File: config.mk
export PLATFORM = sky130hd
export DESIGN_NAME = intcalc_seq
export DESIGN_NICKNAME = d
export VERILOG_FILES = /design/src/rtl/intcalc_seq_pkg.sv /design/src/rtl/intcalc_seq_md_step.sv /design/src/rtl/intcalc_seq.sv
export SDC_FILE = /design/constraint.sdc
export NUM_CORES = 1
export LEC_CHECK = 0
export BUFFER_PORTS_ARGS = -buffer_cell sky130_fd_sc_hd__buf_2
export CELL_PAD_IN_SITES_DETAIL_PLACEMENT = 0
export CELL_PAD_IN_SITES_GLOBAL_PLACEMENT = 1
export CORE_ASPECT_RATIO = 0.6
export CORE_UTILIZATION = 30
export CTS_BUF_LIST = sky130_fd_sc_hd__clkbuf_4
export DETAILED_ROUTE_END_ITERATION = 8
export PLACE_DENSITY_LB_ADDON = 0.08
export SLEW_MARGIN = 10
export SYNTH_ARGS = -nofsm -noshare
export SYNTH_HDL_FRONTEND = slang
export SYNTH_SLANG_ARGS = --single-unit
File: constraint.sdc
create_clock -name clk_i -period 23 [get_ports clk_i]
set_input_delay 4.6 -clock clk_i [delete_from_list [all_inputs] [get_ports clk_i]]
set_output_delay 4.6 -clock clk_i [all_outputs]
set_load 0.1 [all_outputs]
File: src/rtl/intcalc_seq_pkg.sv
// Shared types for the iterative multiply/divide sequencer: operation codes and FSM states.
package intcalc_seq_pkg;

  typedef enum logic [2:0] {
    MD_MUL   = 3'd0,
    MD_MULH  = 3'd1,
    MD_MULHU = 3'd2,
    MD_DIV   = 3'd3,
    MD_DIVU  = 3'd4,
    MD_MOD   = 3'd5,
    MD_MODU  = 3'd6,
    MD_RSVD  = 3'd7
  } mdfunc_t;

  typedef enum logic [2:0] {
    IDLE = 3'd0,
    PREP = 3'd1,
    RUN  = 3'd2,
    FIX  = 3'd3,
    DONE = 3'd4
  } mdstate_t;

endpackage

File: src/rtl/intcalc_seq_md_step.sv
// One iteration of the md datapath: shift/add multiply step or restoring-divide step.
// Divide packs {remainder, quotient} into i_acc; divisor sits in i_x[WIDTH-1:0].
module md_step #(
  parameter int WIDTH = 32
) (
  input  logic               i_mul,
  input  logic [2*WIDTH-1:0] i_acc,
  input  logic [2*WIDTH-1:0] i_x,
  input  logic [WIDTH-1:0]   i_y,
  output logic [2*WIDTH-1:0] o_acc,
  output logic [2*WIDTH-1:0] o_x,
  output logic [WIDTH-1:0]   o_y
);

  logic [WIDTH:0] w_trial;

  always_comb begin
    w_trial = i_acc[2*WIDTH-1:WIDTH-1] - {1'b0, i_x[WIDTH-1:0]};
    o_acc   = i_acc;
    o_x     = i_x;
    o_y     = i_y;
    if (i_mul) begin
      o_acc = i_acc + (i_y[0] ? i_x : '0);
      o_x   = i_x << 1;
      o_y   = i_y >> 1;
    end else if (!w_trial[WIDTH]) begin
      // remainder < divisor keeps the trial difference within WIDTH bits when it does not borrow
      o_acc = {w_trial[WIDTH-1:0], i_acc[WIDTH-2:0], 1'b1};
    end else begin
      o_acc = {i_acc[2*WIDTH-2:0], 1'b0};
    end
  end

endmodule

File: src/rtl/intcalc_seq.sv
// Iterative multiply/divide sequencer with start/done handshake for the execute stage.
// Optional MD_EARLY_OUT_EN: multiplies leave RUN as soon as the remaining multiplier is zero.
module intcalc_seq
  import intcalc_seq_pkg::*;
#(
  parameter int WIDTH = 32,
  parameter int CNT_W = 6
) (
  input  logic             clk_i,
  input  logic             rst_i,
  input  logic             start_i,
  input  logic [2:0]       func_i,
  input  logic [WIDTH-1:0] a_i,
  input  logic [WIDTH-1:0] b_i,
  input  logic             flush_i,
  output logic             busy_o,
  output logic             stall_o,
  output logic             done_o,
  output logic [WIDTH-1:0] result_o,
  output logic             div0_o
);

  mdstate_t           r_state, w_state_nxt;
  mdfunc_t            r_func;
  logic [WIDTH-1:0]   r_a, r_b, r_y, r_result;
  logic [2*WIDTH-1:0] r_acc, r_x;
  logic [CNT_W-1:0]   r_cnt;
  logic               r_neg, r_div0;

  logic               w_idle, w_accept, w_is_mul, w_is_signed, w_div0;
  logic [WIDTH-1:0]   w_abs_a, w_abs_b, w_quot, w_rem, w_pre_res, w_fix_res, w_done_res;
  logic [2*WIDTH-1:0] w_prod, w_acc_nxt, w_x_nxt;
  logic [WIDTH-1:0]   w_y_nxt;

  assign w_idle      = (r_state == IDLE) || (r_state == DONE);
  assign w_accept    = start_i && !flush_i && w_idle;
  assign w_is_mul    = (r_func == MD_MUL) || (r_func == MD_MULH) || (r_func == MD_MULHU);
  assign w_is_signed = (r_func == MD_MUL) || (r_func == MD_MULH) ||
                       (r_func == MD_DIV) || (r_func == MD_MOD);
  assign w_div0      = !w_is_mul && (r_func != MD_RSVD) && (r_b == '0);
  assign w_abs_a     = (w_is_signed && r_a[WIDTH-1]) ? -r_a : r_a;
  assign w_abs_b     = (w_is_signed && r_b[WIDTH-1]) ? -r_b : r_b;

  md_step #(.WIDTH(WIDTH)) u_step (
    .i_mul (w_is_mul),
    .i_acc (r_acc),
    .i_x   (r_x),
    .i_y   (r_y),
    .o_acc (w_acc_nxt),
    .o_x   (w_x_nxt),
    .o_y   (w_y_nxt)
  );

  assign w_prod = r_neg ? -r_acc : r_acc;
  assign w_quot = r_neg ? -r_acc[WIDTH-1:0] : r_acc[WIDTH-1:0];
  assign w_rem  = r_neg ? -r_acc[2*WIDTH-1:WIDTH] : r_acc[2*WIDTH-1:WIDTH];

  always_comb begin
    w_fix_res = '0;
    w_pre_res = '0;
    case (r_func)
      MD_MUL:               w_fix_res = w_prod[WIDTH-1:0];
      MD_MULH, MD_MULHU:    w_fix_res = w_prod[2*WIDTH-1:WIDTH];
      MD_DIV, MD_DIVU:      begin w_fix_res = w_quot; w_pre_res = '1;  end
      MD_MOD, MD_MODU:      begin w_fix_res = w_rem;  w_pre_res = r_a; end
      default:              ;
    endcase
    w_done_res = (r_state == PREP) ? w_pre_res : w_fix_res;
  end

  always_ff @(posedge clk_i or posedge rst_i) begin
    if (rst_i) r_state <= IDLE;
    else       r_state <= w_state_nxt;
  end

  always_comb begin
    w_state_nxt = r_state;
    case (r_state)
      IDLE, DONE: w_state_nxt = start_i ? PREP : IDLE;
      PREP:       w_state_nxt = (w_div0 || r_func == MD_RSVD) ? DONE : RUN;
      RUN: begin
        if (r_cnt == CNT_W'(1)) w_state_nxt = FIX;
`ifdef MD_EARLY_OUT_EN
        else if (w_is_mul && w_y_nxt == '0) w_state_nxt = FIX;
`endif
      end
      FIX:        w_state_nxt = DONE;
      default:    w_state_nxt = IDLE;
    endcase
    if (flush_i) w_state_nxt = IDLE;
  end

  always_comb begin
    busy_o  = (r_state == PREP) || (r_state == RUN) || (r_state == FIX);
    done_o  = (r_state == DONE);
    stall_o = (start_i && w_idle) || busy_o;
  end

  always_ff @(posedge clk_i or posedge rst_i) begin
    if (rst_i) begin
      r_func   <= MD_MUL;
      r_a      <= '0;
      r_b      <= '0;
      r_y      <= '0;
      r_acc    <= '0;
      r_x      <= '0;
      r_cnt    <= '0;
      r_neg    <= 1'b0;
      r_result <= '0;
      r_div0   <= 1'b0;
    end else begin
      case (r_state)
        IDLE, DONE: if (w_accept) begin
          r_func <= mdfunc_t'(func_i);
          r_a    <= a_i;
          r_b    <= b_i;
        end
        PREP: begin
          r_neg <= (r_func == MD_MOD) ? r_a[WIDTH-1] :
                   (w_is_signed && (r_a[WIDTH-1] ^ r_b[WIDTH-1]));
          r_cnt <= CNT_W'(WIDTH);
          if (w_is_mul) begin
            r_acc <= '0;
            r_x   <= {{WIDTH{1'b0}}, w_abs_a};
            r_y   <= w_abs_b;
          end else begin
            r_acc <= {{WIDTH{1'b0}}, w_abs_a};
            r_x   <= {{WIDTH{1'b0}}, w_abs_b};
            r_y   <= '0;
          end
        end
        RUN: begin
          r_acc <= w_acc_nxt;
          r_x   <= w_x_nxt;
          r_y   <= w_y_nxt;
          r_cnt <= r_cnt - 1'b1;
        end
        default: ;
      endcase
      // a flush forces IDLE, so an aborted op never overwrites the held result
      if (w_state_nxt == DONE && r_state != DONE) begin
        r_result <= w_done_res;
        r_div0   <= (r_state == PREP) && w_div0;
      end
    end
  end

  assign result_o = r_result;
  assign div0_o   = r_div0;

endmodule

==> results of run 1 <==
-- cell usage after synthesis (11+ instances only) --
library cell / n / area (sq um)
a22oi_1: 25 / 188
mux2i_1: 26 / 260
o21bai_1: 14 / 105
and3_1: 14 / 87.6
ha_1: 101 / 1260
nand3_1: 79 / 395
xor2_1: 104 / 911
a21oi_1: 283 / 1420
xnor2_1: 106 / 928
or2_2: 11 / 68.8
mux2_2: 57 / 642
o41ai_1: 19 / 166
nand4_1: 25 / 156
clkbuf_1: 152 / 571
or3_1: 27 / 169
o21ai_0: 243 / 1220
nor2b_1: 13 / 81.3
nor4_1: 14 / 87.6
nor3_1: 38 / 190
nor2_1: 160 / 601
nand2b_1: 24 / 150
o31ai_1: 36 / 270
a31oi_1: 22 / 138
nand2_1: 329 / 1230
a21o_1: 55 / 413
o221ai_1: 11 / 96.3
or4_1: 14 / 105
inv_1: 84 / 315
dfrtp_1: 270 / 6760
a221oi_1: 40 / 350
o211ai_1: 20 / 150
o22ai_1: 37 / 231
buf_1: 19 / 71.3
a211oi_1: 40 / 300
and2_1: 73 / 457
-- path summary, 6_finish.rpt --
kind | start | slack, ns | to | depth (start not counted)
min in group asynchronous | rst_i | 3.88 | r_a[9]$_DFFE_PP0P_ | 2
max in group asynchronous | rst_i | 16.14 | r_b[21]$_DFFE_PP0P_ | 5
worst max register to register | r_acc[31]$_DFFE_PP0P_ | 17.66 | r_acc[40]$_DFFE_PP0P_ | 14
worst min-delay path | result_o[24]$_DFFE_PP0P_ | 0.47 | result_o[24]$_DFFE_PP0P_ | 2
worst min register to register | result_o[24]$_DFFE_PP0P_ | 0.47 | result_o[24]$_DFFE_PP0P_ | 2
worst max-delay path | start_i | 13.06 | stall_o | 4
-- final cells by class --
cell class	instances	area (sq um)	share of cell area
well taps	924	1160	0.0484
repair buffers	160	936	0.0391
clock inverters	11	81.3	0.00340
clock buffers	110	826	0.0345
inverters	84	323	0.0135
multi-input cells	2158	13800	0.578
flip-flops and latches	270	6760	0.283
diodes	4	10.0	0.000419
-- critical path: cells and delay by family --
kind | cells | cell delay (ns)
buffers and inverters | 2 | 0.54
AOI/OAI and AO/OA | 1 | 0.11
and+or+nand+nor | 1 | 0.10
-- per-stage QoR --
stage               utilization  total power [W]  instance area, sq um  hold slack, ns  setup slack [ns]
finish                    0.340          0.00290                 23900           0.472             13.06
detailed placement        0.327          0.00239                 23000           0.468             13.04
floorplan                     -          0.00181                 21500           0.446             10.96
global placement          0.327          0.00239                 23000           0.459             13.01
global route              0.340          0.00308                 23900           0.494             13.00
CTS                       0.340          0.00288                 23900           0.480             13.04
-- sequential cells by signal, summed over array words and instances (netlist names), 3 cells and up --
register  cells
r_a          32
r_func        3
result_o     32
r_x          64
r_y          32
r_cnt         6
r_acc        64
r_b          32
r_state       3
-- kinds of logic (layout without fill, tap and decap cells) --
| group | Yosys count | count (layout) |
|---|---|---|
| other | 0 | 4 |
| and+or+nand+nor | 843 | 843 |
| xor gates and xnor gates | 210 | 210 |
| adders and majority gates | 108 | 108 |
| DFF | 270 | 270 |
| AOI/OAI and AO/OA | 914 | 914 |
| muxes | 83 | 83 |
| buffers and inverters | 257 | 365 |
-- routing by layer --
metal | part of all wire | up-vias
met4 | 0.018 | 0
met5 | 0 | -
li1 | - | 9902
met1 | 0.55 | 10700
met2 | 0.34 | 948
met3 | 0.098 | 117
-- report_power, final --
group,internal (W),leakage [nW],total [W],switching [W]
combinational,0.000494,6.59,0.00159,0.00109
sequential,0.000611,3.42,0.000845,0.000234
clock,0.000228,0.545,0.000466,0.000238
total,0.00133,10.6,0.00290,0.00157
==> flow_metrics.py, run 1 <==
metrics = {
    "setup_path": {
        "slowest_delay_ns": 0.46,
        "required_ns": 18.40,
        "cp_data_arrival_time_ns": 5.34,
        "critPathMostFrequentCell": "buf_2",
        "crit_type": "in2out",
        "slowest_stage": "buf_2",
        "cp-start-kind": "primary input",
        "critPathMaxFanout": 3,
        "end_kind": "output pin",
        "cp_cell_sequence": "buf_2, nand2_1, o21ai_0, buf_2",
    },
    "global_routing": {
        "overflow": 0,
        "antenna_found_initial": 5,
        "use_met1": 0.461,
        "grt_pass1_wl_um": 143000,
        "grt_max_degree": 102,
        "grt_pass1_vias": 20300,
        "grt.total_usage": 0.268,
        "use_met2": 0.312,
        "met3_usage": 0.0625,
        "busiest_layer": "met1",
    },
    "cells_and_area": {
        "fillers": 7559,
        "area_growth_pct": 11.3,
        "final_common_cell": "nand2_1",
        "drive_gt1_frac": 0.133,
        "mostFrequentLayoutCells": "nand2_1 (326), a21oi_1 (283), dfrtp_1 (269), o21ai_0 (243), nor2_1 (153)",
        "final_cells": 3721,
        "final_nets": 2924,
    },
    "clock_network": {
        "cts_tree": "done",
        "post_cts_buffers": 0,
        "tritoncts_num_sinks": 270,
        "cts_root_buffer": "clkbuf_4",
        "hold_buffers": 0,
        "htree_levels": 3,
        "cts.path.max_buffers": 3,
        "post_cts_resize_count": 0,
        "cts_buffers": 76,
        "clk_latency_ns": 0.87,
        "clk_pin_slew_ns": 0.05,
    },
    "timing": {
        "timing.final.crit_share": 0.432,
        "finalHoldViolCount": 0,
        "finClkSkew_ns": 0.0600,
        "worstMarginPinSlew_ns": 1.19,
        "rsz0062_at_grt": "false",
        "slew_violations": 0,
        "setup_viol": 0,
        "max_freq_ghz": 0.101,
        "max_slew_margin": 0.208,
        "finalSetupTns_ns": 0,
        "min_period_ns": 9.94,
    },
    "synth": {
        "synthArstFlopShare": 1.00,
        "synthesis.nets": 2859,
        "synth_seq_cells": 270,
        "syn_area_sq_um": 21500,
        "synth_compound_area_frac": 0.265,
        "synth_simple_gate_area_frac": 0.185,
        "yosysSeqAreaShare": 0.315,
        "yosysWarningCount": 0,
        "synth_flop_cell": "dfrtp_1",
        "synthDistinctLibCells": 77,
        "muxShareOfSynthArea": 0.0420,
        "synth.avg_cell_area_sq_um": 8.00,
        "synth_top_family_by_area": "compound AO/OA/AOI/OAI gates",
        "synth-edff-count": 0,
        "synthCells": 2685,
        "synthAdderAreaFrac": 0.0630,
        "synth_xor_xnor_area_share": 0.0856,
    },
    "placed_design": {
        "placed_cells": 3596,
        "post-dp-hpwl_um": 74700,
        "portBuffers": 106,
        "gp_congestion": 0.949,
    },
    "status": {
        "status": "finished, final reports clean",
    },
    "die": {
        "dieArea_sq_um": 72700,
        "die_h_um": 209,
        "ios": 107,
        "num_rows": 75,
        "die_w_um": 347,
        "start_util": 0.305,
        "core-area_sq_um": 70400,
    },
    "route": {
        "wire_per_inst_um": 26.3,
        "drtIter0Drc": 2283,
        "dr.pass1.iters": 6,
        "detail-route-antenna-nets": 0,
        "wirelength_um": 97700,
        "vias": 21700,
        "viasPerCell": 5.83,
        "drc_errors": 0,
    },
    "hold_path": {
        "hp-class": "reg2reg",
    },
    "flow_run": {
        "max-cap-violations": 0,
    },
    "power_and_ir_drop": {
        "cellLeakagePower_nw": 10.6,
        "powerDensity_nw_per_um2": 121,
        "irDropWorstVdd_v": 0.0000750,
    },
}
No activity file was read; power rests on OpenSTA's default activity.
==> run 2: changes to the inputs <==
==> constraint.sdc (replaced) <==
create_clock -name clk_i -period 9.8 [get_ports clk_i]
set_input_delay 1.96 -clock clk_i [delete_from_list [all_inputs] [get_ports clk_i]]
set_output_delay 1.96 -clock clk_i [all_outputs]
set_load 0.1 [all_outputs]
==> flow_metrics.py, run 2 (same netlist as run 1, synthesis figures left out) <==
metrics = {
    "timing": {
        "timing.final.crit_share": 0.526,
        "setup_viol": 0,
        "slew_violations": 0,
        "finalSetupTns_ns": 0,
        "worstMarginPinSlew_ns": 1.16,
        "max_freq_ghz": 0.194,
        "rsz0062_at_grt": "false",
        "finClkSkew_ns": 0.0646,
        "max_slew_margin": 0.227,
        "min_period_ns": 5.15,
        "finalHoldViolCount": 0,
    },
    "route": {
        "dr.pass1.iters": 7,
        "drc_errors": 0,
        "wire_per_inst_um": 26.3,
        "wirelength_um": 98400,
        "vias": 21500,
        "drtIter0Drc": 2143,
        "detail-route-antenna-nets": 0,
        "viasPerCell": 5.77,
    },
    "cells_and_area": {
        "final_common_cell": "nand2_1",
        "fillers": 7640,
        "final_nets": 2925,
        "mostFrequentLayoutCells": "nand2_1 (326), a21oi_1 (283), dfrtp_1 (269), o21ai_0 (243), nor2_1 (153)",
        "final_cells": 3737,
        "area_growth_pct": 11.7,
        "drive_gt1_frac": 0.135,
        "reg.largest.list": "r_acc: 64 flops, r_x: 64 flops",
    },
    "clock_network": {
        "cts_root_buffer": "clkbuf_4",
        "cts_tree": "done",
        "htree_levels": 3,
        "clk_pin_slew_ns": 0.08,
        "cts.path.max_buffers": 3,
        "hold_buffers": 0,
        "tritoncts_num_sinks": 270,
        "post_cts_buffers": 0,
        "clk_latency_ns": 0.90,
        "post_cts_resize_count": 0,
        "cts_buffers": 80,
    },
    "setup_path": {
        "end_kind": "register",
        "crit_buf_inv": 1,
        "crit_start": "r_y[0]$_DFFE_PP0P_",
        "required_ns": 10.56,
        "slowest_stage": "o41ai_1",
        "slowest_delay_ns": 0.69,
        "critPathMaxFanout": 65,
        "crit_family": "compound AO/OA/AOI/OAI gates",
        "cp-start-kind": "register",
        "cp_data_arrival_time_ns": 5.91,
        "crit_type": "reg2reg",
        "r2r-start": "r_y[0]$_DFFE_PP0P_",
        "cp_cell_sequence": "buf_4, and2_1, ha_1, fa_1, a21oi_1, o221ai_1, o2111ai_1, nand2_1, o221a_2, o41ai_1, o21ai_0, nor2b_1, mux2i_1, a2111o_1",
    },
    "placed_design": {
        "placed_cells": 3593,
        "post-dp-hpwl_um": 74700,
        "portBuffers": 106,
        "gp_congestion": 0.913,
    },
    "die": {
        "num_rows": 75,
        "ios": 107,
        "dieArea_sq_um": 72700,
        "die_h_um": 209,
        "start_util": 0.305,
        "core-area_sq_um": 70400,
        "die_w_um": 347,
    },
    "global_routing": {
        "overflow": 0,
        "antenna_found_initial": 5,
        "grt_max_degree": 114,
        "grt_pass1_vias": 20300,
        "grt.total_usage": 0.268,
        "grt_pass1_wl_um": 143000,
    },
    "power_and_ir_drop": {
        "cellLeakagePower_nw": 10.6,
        "irDropWorstVdd_v": 0.000168,
        "p_total_w": 0.00689,
        "powerDensity_nw_per_um2": 287,
    },
    "flow_run": {
        "max-cap-violations": 0,
    },
    "hold_path": {
        "hp-class": "reg2reg",
        "hp-start": "r_x[46]$_DFFE_PP0P_",
    },
    "status": {
        "status": "finished, final reports clean",
    },
}
-- run 2: changes by cell type in the layout (fill, tap and decap cells not counted), sizes merged --
cell	delta
clkbuf	+5
clkinv	+13
buf	-3
inv	+2
diode	-1
-- run 2: tightest hold or removal path: cells and delay by family, from the launching register on --
family,cells,cell delay (ns)
and+or+nand+nor,2,0.11
DFF,1,0.36
-- run 2: area by class of cell --
type                    instances  area (sq um)  area share
flip-flops and latches        270          6760       0.282
clock inverters                26           154     0.00641
multi-input cells            2158         13800       0.576
repair buffers                157           913      0.0381
clock buffers                 115           863      0.0360
inverters                      84           323      0.0135
diodes                          3          7.51    0.000313
well taps                     924          1160      0.0482
-- run 2: metal layers --
layer | track usage | wire length [um]
met5 | 0.0171 | 181
met4 | 0.0545 | 1570
met3 | 0.0960 | 10300
met2 | 0.320 | 34300
met1 | 0.433 | 52000
-- run 2: path summary, 6_finish.rpt --
kind,slack (ns),end,cells after the start
worst min-delay path,0.46,r_x[47]$_DFFE_PP0P_,2
worst min register to register,0.46,r_x[47]$_DFFE_PP0P_,2
min in group asynchronous,1.21,r_a[19]$_DFFE_PP0P_,2
max in group asynchronous,6.39,r_acc[6]$_DFFE_PP0P_,4
worst max-delay path,4.65,r_acc[52]$_DFFE_PP0P_,14
worst max register to register,4.65,r_acc[52]$_DFFE_PP0P_,14
-- run 2: through the flow --
step / worst slack, ns / cell area (sq um) / util / hold slack, ns
after global routing: 4.15 / 24000 / 0.341 / 0.493
after detailed placement: 4.67 / 23000 / 0.326 / 0.466
after CTS: 4.66 / 24000 / 0.341 / 0.483
after global placement: 4.79 / 23000 / 0.326 / 0.457
after floorplan: 0.401 / 21500 / - / 0.446
final: 4.65 / 24000 / 0.341 / 0.462
-- run 2: report_power, final --
part           internal, W  switching (W)  leakage (nW)
Combinational      0.00116        0.00257          6.57
Clock             0.000571       0.000592         0.607
Sequential         0.00143       0.000565          3.42
